<file path="src/rtl/c_join_sync.sv">
// Synchronous 4-phase join: waits for every enabled input request, forwards one joined request.
// Optional watchdog on REQ/REL enabled by defining C_JOIN_TIMEOUT_EN.
module c_join_sync #(
    parameter int IN_NUM   = 2,
    parameter int TO_LIMIT = 255
) (
    input  logic              clk,
    input  logic              rst,
    input  logic [IN_NUM-1:0] en_mask,
    input  logic [IN_NUM-1:0] in_req,
    output logic [IN_NUM-1:0] in_ack,
    output logic              out_req,
    input  logic              out_ack,
    output logic              busy
`ifdef C_JOIN_TIMEOUT_EN
    ,
    output logic              timeout
`endif
);

    typedef enum logic [1:0] {
        S_IDLE = 2'd0,
        S_REQ  = 2'd1,
        S_ACK  = 2'd2,
        S_REL  = 2'd3
    } state_t;

    state_t            state_q, state_d;
    logic [IN_NUM-1:0] act_mask_q, act_mask_d;
    logic [IN_NUM-1:0] in_ack_q, in_ack_d;
    logic              out_req_q, out_req_d;
    logic              busy_q, busy_d;
    logic              join_ok_s;
    logic              released_s;
    logic              expired_s;

`ifdef C_JOIN_TIMEOUT_EN
    logic [15:0] cnt_q, cnt_d;
    logic        timeout_q, timeout_d;
`endif

    assign join_ok_s  = (en_mask != {IN_NUM{1'b0}}) && ((in_req & en_mask) == en_mask);
    assign released_s = ((in_req & act_mask_q) == {IN_NUM{1'b0}});

`ifdef C_JOIN_TIMEOUT_EN
    assign expired_s = timeout_q;
`else
    assign expired_s = 1'b0;
`endif

    // Next-state, latched mask and registered output values derived from the next state
    always_comb begin
        state_d    = state_q;
        act_mask_d = act_mask_q;
        unique case (state_q)
            S_IDLE: begin
                if (!expired_s && join_ok_s) begin
                    state_d    = S_REQ;
                    act_mask_d = en_mask;
                end else begin
                    state_d = S_IDLE;
                end
            end
            S_REQ: begin
                if (out_ack)        state_d = S_ACK;
                else if (expired_s) state_d = S_IDLE;
                else                state_d = S_REQ;
            end
            S_ACK: begin
                if (released_s) state_d = S_REL;
                else            state_d = S_ACK;
            end
            S_REL: begin
                if (!out_ack)       state_d = S_IDLE;
                else if (expired_s) state_d = S_IDLE;
                else                state_d = S_REL;
            end
            default: state_d = S_IDLE;
        endcase

        out_req_d = (state_d == S_REQ) || (state_d == S_ACK);
        busy_d    = (state_d != S_IDLE);
        if ((state_d == S_ACK) || (state_d == S_REL)) in_ack_d = act_mask_d;
        else                                          in_ack_d = {IN_NUM{1'b0}};
    end

`ifdef C_JOIN_TIMEOUT_EN
    // Watchdog counts dwell cycles in REQ/REL; any state change restarts it
    always_comb begin
        cnt_d     = 16'd0;
        timeout_d = timeout_q;
        if (state_d != state_q) begin
            cnt_d = 16'd0;
        end else if ((state_q == S_REQ) || (state_q == S_REL)) begin
            cnt_d = cnt_q + 16'd1;
            if (cnt_d == 16'(TO_LIMIT)) timeout_d = 1'b1;
            else                        timeout_d = timeout_q;
        end else begin
            cnt_d = 16'd0;
        end
    end

    // Watchdog registers
    always_ff @(posedge clk) begin
        if (rst) begin
            cnt_q     <= 16'd0;
            timeout_q <= 1'b0;
        end else begin
            cnt_q     <= cnt_d;
            timeout_q <= timeout_d;
        end
    end

    assign timeout = timeout_q;
`endif

    // State, mask and output registers
    always_ff @(posedge clk) begin
        if (rst) begin
            state_q    <= S_IDLE;
            act_mask_q <= {IN_NUM{1'b0}};
            in_ack_q   <= {IN_NUM{1'b0}};
            out_req_q  <= 1'b0;
            busy_q     <= 1'b0;
        end else begin
            state_q    <= state_d;
            act_mask_q <= act_mask_d;
            in_ack_q   <= in_ack_d;
            out_req_q  <= out_req_d;
            busy_q     <= busy_d;
        end
    end

    assign in_ack  = in_ack_q;
    assign out_req = out_req_q;
    assign busy    = busy_q;

endmodule

</file>
<file path="config.mk">
export PLATFORM = sky130hd
export DESIGN_NAME = c_join_sync
export DESIGN_NICKNAME = d
export VERILOG_FILES = /design/src/rtl/c_join_sync.sv
export SDC_FILE = /design/constraint.sdc
export NUM_CORES = 1
export LEC_CHECK = 0
export CORE_AREA = 2 2 39 41
export DETAILED_ROUTE_END_ITERATION = 12
export DIE_AREA = 0 0 41 43
export MAX_ROUTING_LAYER = met4
export REMOVE_ABC_BUFFERS = 1
export SYNTH_ARGS = -nofsm -noshare
export SYNTH_HDL_FRONTEND = slang
export SYNTH_SLANG_ARGS = --single-unit
</file>
<file path="constraint.sdc">
create_clock -name clk -period 2.1 [get_ports clk]
set_clock_uncertainty 0.15 [all_clocks]
set_input_delay 0.42 -clock clk [delete_from_list [all_inputs] [get_ports clk]]
set_output_delay 0.42 -clock clk [all_outputs]
set_load 0.05 [all_outputs]
</file>
* Word-level counts from Yosys, hierarchy flattened
Cells that the tools add are included.
** Storage, ports and cells
- Flip-flop bits (word level) :: 8
- Bits of input ports :: 7
- Output and inout port bits :: 4
- Word-level logic and storage cells :: 30
** Operators by class
- Equal/unequal tests :: 7
- Mux-type cells :: 7
- Bitwise operators :: 3
- Reduce and logical (&&, ||, !) cells :: 8
** Operators with widths (count)
- $eq A2 B2 Y1 const B :: 4
- $mux W2 :: 4
- $pmux W2 S4 :: 1
- $and A2 B2 Y2 :: 2
- $eq A2 B1 Y1 const B :: 2
- $logic_not A2 Y1 :: 2
- $reduce_bool A2 Y1 :: 2
- $eq A2 B2 Y1 :: 1
- $logic_or A1 B1 Y1 :: 2
- $mux W1 :: 2
- $reduce_or A2 Y1 :: 1
- $logic_and A1 B1 Y1 :: 1
- $not A1 Y1 :: 1

* Depth between registers and ports, before layout
Gate-level depths: netlist of run 1.
- Depth after elaboration :: 9
- Depth in mapped cells :: 5
- Gate-level depth less buffers :: 5

* Worst setup path after synthesis of run 1
Ideal clock, no wire load.
- Kind :: input to register
- Start point :: in en_mask[1]
- End point :: reg out_req_q, in the netlist out_req
- Library setup time :: 0.114 ns
- Arrival :: 1.550 ns
- Required time :: 1.836 ns
- Setup slack :: 0.287 ns
- Stages on the path :: 5
- Buffers on the path :: 0
- Cell sequence :: nor2b_4 -> or4_4 -> and3_1 -> ha_1 -> nor2b_1
** On the way
- Word-level cells in the longest chain between the ends :: 7
- Elaborated cells on any way between the ends :: 9
- Those cells by class :: eq/ne (3); mux (2); bitwise (1); reduce/logical (3)
** RTL lines
- start, declared :: RTL line 9 : input logic [IN_NUM-1:0] en_mask,
- $and A2 B2 Y2 :: RTL line 42 : assign join_ok_s = (en_mask != {IN_NUM{1'b0}}) && ((in_req & en_mask) == en_mask);
- $eq A2 B2 Y1 :: RTL line 42
- $logic_and A1 B1 Y1 (*) :: RTL line 42
- $mux W1 (*) :: RTL line 57 : if (!expired_s && join_ok_s) begin
- $pmux W2 S4 (*) :: RTL line 55 : unique case (state_q)
- $eq A2 B1 Y1 / $eq A2 B2 Y1 (equally long branches) :: RTL line 81 : out_req_d = (state_d == S_REQ) || (state_d == S_ACK);
- $logic_or A1 B1 Y1 (*) :: RTL line 81
- named net out_req_d :: RTL line 31 : logic out_req_q, out_req_d;
- end signal, assigned :: RTL line 129 : out_req_q <= out_req_d;
- end, declared :: RTL line 31
The timed path passes the listed nets; every way through them passes the cells marked *.
A chain may end at the register's enable or synchronous reset.

* Worst setup path after layout of run 1
- Start point :: in en_mask[0]
- End point :: reg out_req_q, in the netlist out_req
The elaborated chain is that of the path after synthesis.

==> results.yml, run 1 <==
placement:
  dp_slack_ns: -0.238
  io_buffers: 10
  globalplace.congestion: 0.792
  hpwl_um: 482
  dpl_cell_area_sq_um: 467
drt:
  wl_per_cell_um: 9.42
  ant_nets: 0
  drt-total-wl_um: 603
  dr.pass1.iters: 4
  drc: 0
  first_iter_violations: 4
  drt-vias-per-instance: 4.39
  vias: 281
power_and_ir_drop:
  internal_power_uw: 282
  p_switching_uw: 109
  clkPwrFrac_pct: 29.4
  p_per_area_nw_per_um2: 791
  leakagePower_nw: 0.210
  power_frac_comb_pct: 26.1
  ir_drop_v: 0.000357
  p_sw_share_pct: 27.9
  power_frac_seq_pct: 44.5
global_routing:
  antenna_found_initial: 0
  grt_usage_pct: 10.1
  grt_max_degree: 9
  grt.overflow.total: 0
  grt_pass1_wl_mm: 1.10
  grt_pass1_vias: 258
synthesis:
  ys_seq_area_share_pct: 48.3
  ys_seq_elements: 8
  syn_area_per_cell_sq_um: 10.0
  synthesis.area_sq_um: 332
  synth_cells: 33
  synth_top_area_share_pct: 48.3
  synth_cell_type_count: 16
  yosys_warnings: 0
  synth_top_cell_by_area: "dfxtp_1"
  synth.area.top_cells: "dfxtp_1 48%, mux2i_1 9.1%, nor2_1 4.5%, or2b_1 4.5%, nor2b_4 4.2%"
setup_path:
  required_ns: 2.08
  worstSetupPathType: "in -> reg"
  critical_path_buf_inv_count: 1
  end_kind: "flip-flop"
  cp.arrival_ns: 2.01
  worstPathCellList: "clkdlybuf4s50_1 > mux2i_1 > or4_4 > and3_1 > ha_1 > nor2b_1"
  cpLargestDelayFamily: "simple AND/OR/NAND/NOR gates"
  critPathMaxStageDelay_ns: 0.49
  start_kind: "primary input"
  critPathSlowestCell: "clkdlybuf4s50_1"
  crit_fanout: 2
finish:
  n_antenna_cell: 0
  fin_util_pct: 35.7
  final_nets: 58
  drive_above_1_share_pct: 14.6
  final_cell_area_sq_um: 494
  syn_to_final_growth_pct: 49.1
die:
  initial_utilization_pct: 24.0
  fp.dieH_um: 43
  die_area_sq_um: 1760
  core_area_sq_um: 1380
  rows: 14
  die_w_um: 41
  design.portCount: 11
clock_network:
  cts_sinks: 8
  insertion_delay_ns: 0.25
  h-tree-depth: 1
  cts_resized: 0
  clock_path_buffers: 2
  cts_tree: "done"
  cts.clk_slew.worst_paths_ns: 0.05
  cts_hold_buf: 0
  cts_buffers: 3
  cts_setup_buffers: 0
  cts-root-buf: "clkbuf_4"
worst_hold_path:
  hold_class: "reg -> reg"
timing:
  finalCritPeriodShare_pct: 96.8
  setup_tns_ns: 0
  worst_pin_slew_ns: 0.488
  period_needed_ns: 2.03
  setup_viol: 0
  slew_violations: 0
  rsz0062_at_grt: "false"
  hold_viol: 0
  setup_slack_ns: 0.0672
  clock.fmax_ghz: 0.492
  relSlewSlack_pct: 67.4
job:
  drv_cap: 0
run_status:
  status: "completed"
-- worst reg2reg max path, delay by kind of cell (launching register included) --
family | cells | cell delay, ns
AND/OR/NAND/NOR | 3 | 0.84
adder cells (fa/ha/maj) | 1 | 0.28
flip-flops | 1 | 0.34
-- power groups by stage --
stage	clock network, mW	registers [mW]	logic (mW)
after CTS	0.120	0.174	0.104
after global placement	0	0.177	0.103
after global routing	0.129	0.175	0.114
after detailed placement	0	0.177	0.103
final	0.115	0.174	0.102
after floorplan	0	0.201	0.0369
-- sequential cells by signal (all words and copies together) (netlist names) --
name        count
act_mask_q      2
busy            1
in_ack          2
out_req         1
state_q         2
-- cells by family after synthesis --
group,share of synthesized area [%]
mux,9.06
compound gates,3.40
flops,48.3
fa+ha+maj,3.77
simple gates,32.8
xor+xnor,2.64
-- metrics by stage --
stage	hold slack, ns	power [mW]	instances
floorplan	0.296	0.238	33
global placement	0.314	0.279	61
detailed placement	0.319	0.280	61
CTS	0.333	0.398	64
global route	0.369	0.419	64
finish	0.333	0.391	64
-- cells in the mapped netlist --
cell type	instances
nand3_1	1
nor2b_4	1
nor2b_1	2
a31oi_1	1
or4_4	1
xnor2_1	1
mux2i_1	3
or2b_1	2
nand2_1	3
and3_1	1
nand2b_1	2
nor2_1	4
dfxtp_1	8
ha_1	1
nor4_1	1
a21oi_1	1
-- cell usage in the layout (no fill, tap or decap), types with 2 or more instances in the layout --
cell type / n
buf_4: 2
dfxtp_1: 8
clkbuf_4: 3
nor2_1: 4
nand2b_1: 2
clkdlybuf4s50_1: 8
nor2b_1: 2
nand2_1: 3
or2b_1: 2
mux2i_1: 3
dlymetal6s2s_1: 2
-- layout make-up --
class / count / area [sq um]
Clock buffer: 3 / 22.5
Timing Repair Buffer: 12 / 120
Fill cell: 149 / 890
Tap cell: 16 / 20.0
Multi-Input combinational cell: 25 / 171
Sequential cell: 8 / 160
-- path summary, 6_finish.rpt --
path	startpoint	endpoint	slack (ns)	cells past startpoint
hold reg to reg	act_mask_q[0]	in_ack[0]	0.33	2
hold / removal	act_mask_q[0]	in_ack[0]	0.33	2
setup reg to reg	state_q[1]	out_req	0.37	4
setup / recovery	en_mask[0]	out_req	0.07	6
-- layer usage --
layer	global-route usage [%]	vias to the layer above	part of all wire, %
met3	9.42	0	12
met2	11.3	14	42
li1	-	143	-
met5	-	-	0
met1	13.2	124	45
met4	2.00	0	0
Power figures use the tool's default switching activity.
==> run 2: changes to the inputs <==
- SKIP_CTS_REPAIR_TIMING: unset -> 1
==> results of run 2 <==
Final layout, timing and power as in run 1 (identical DEF).
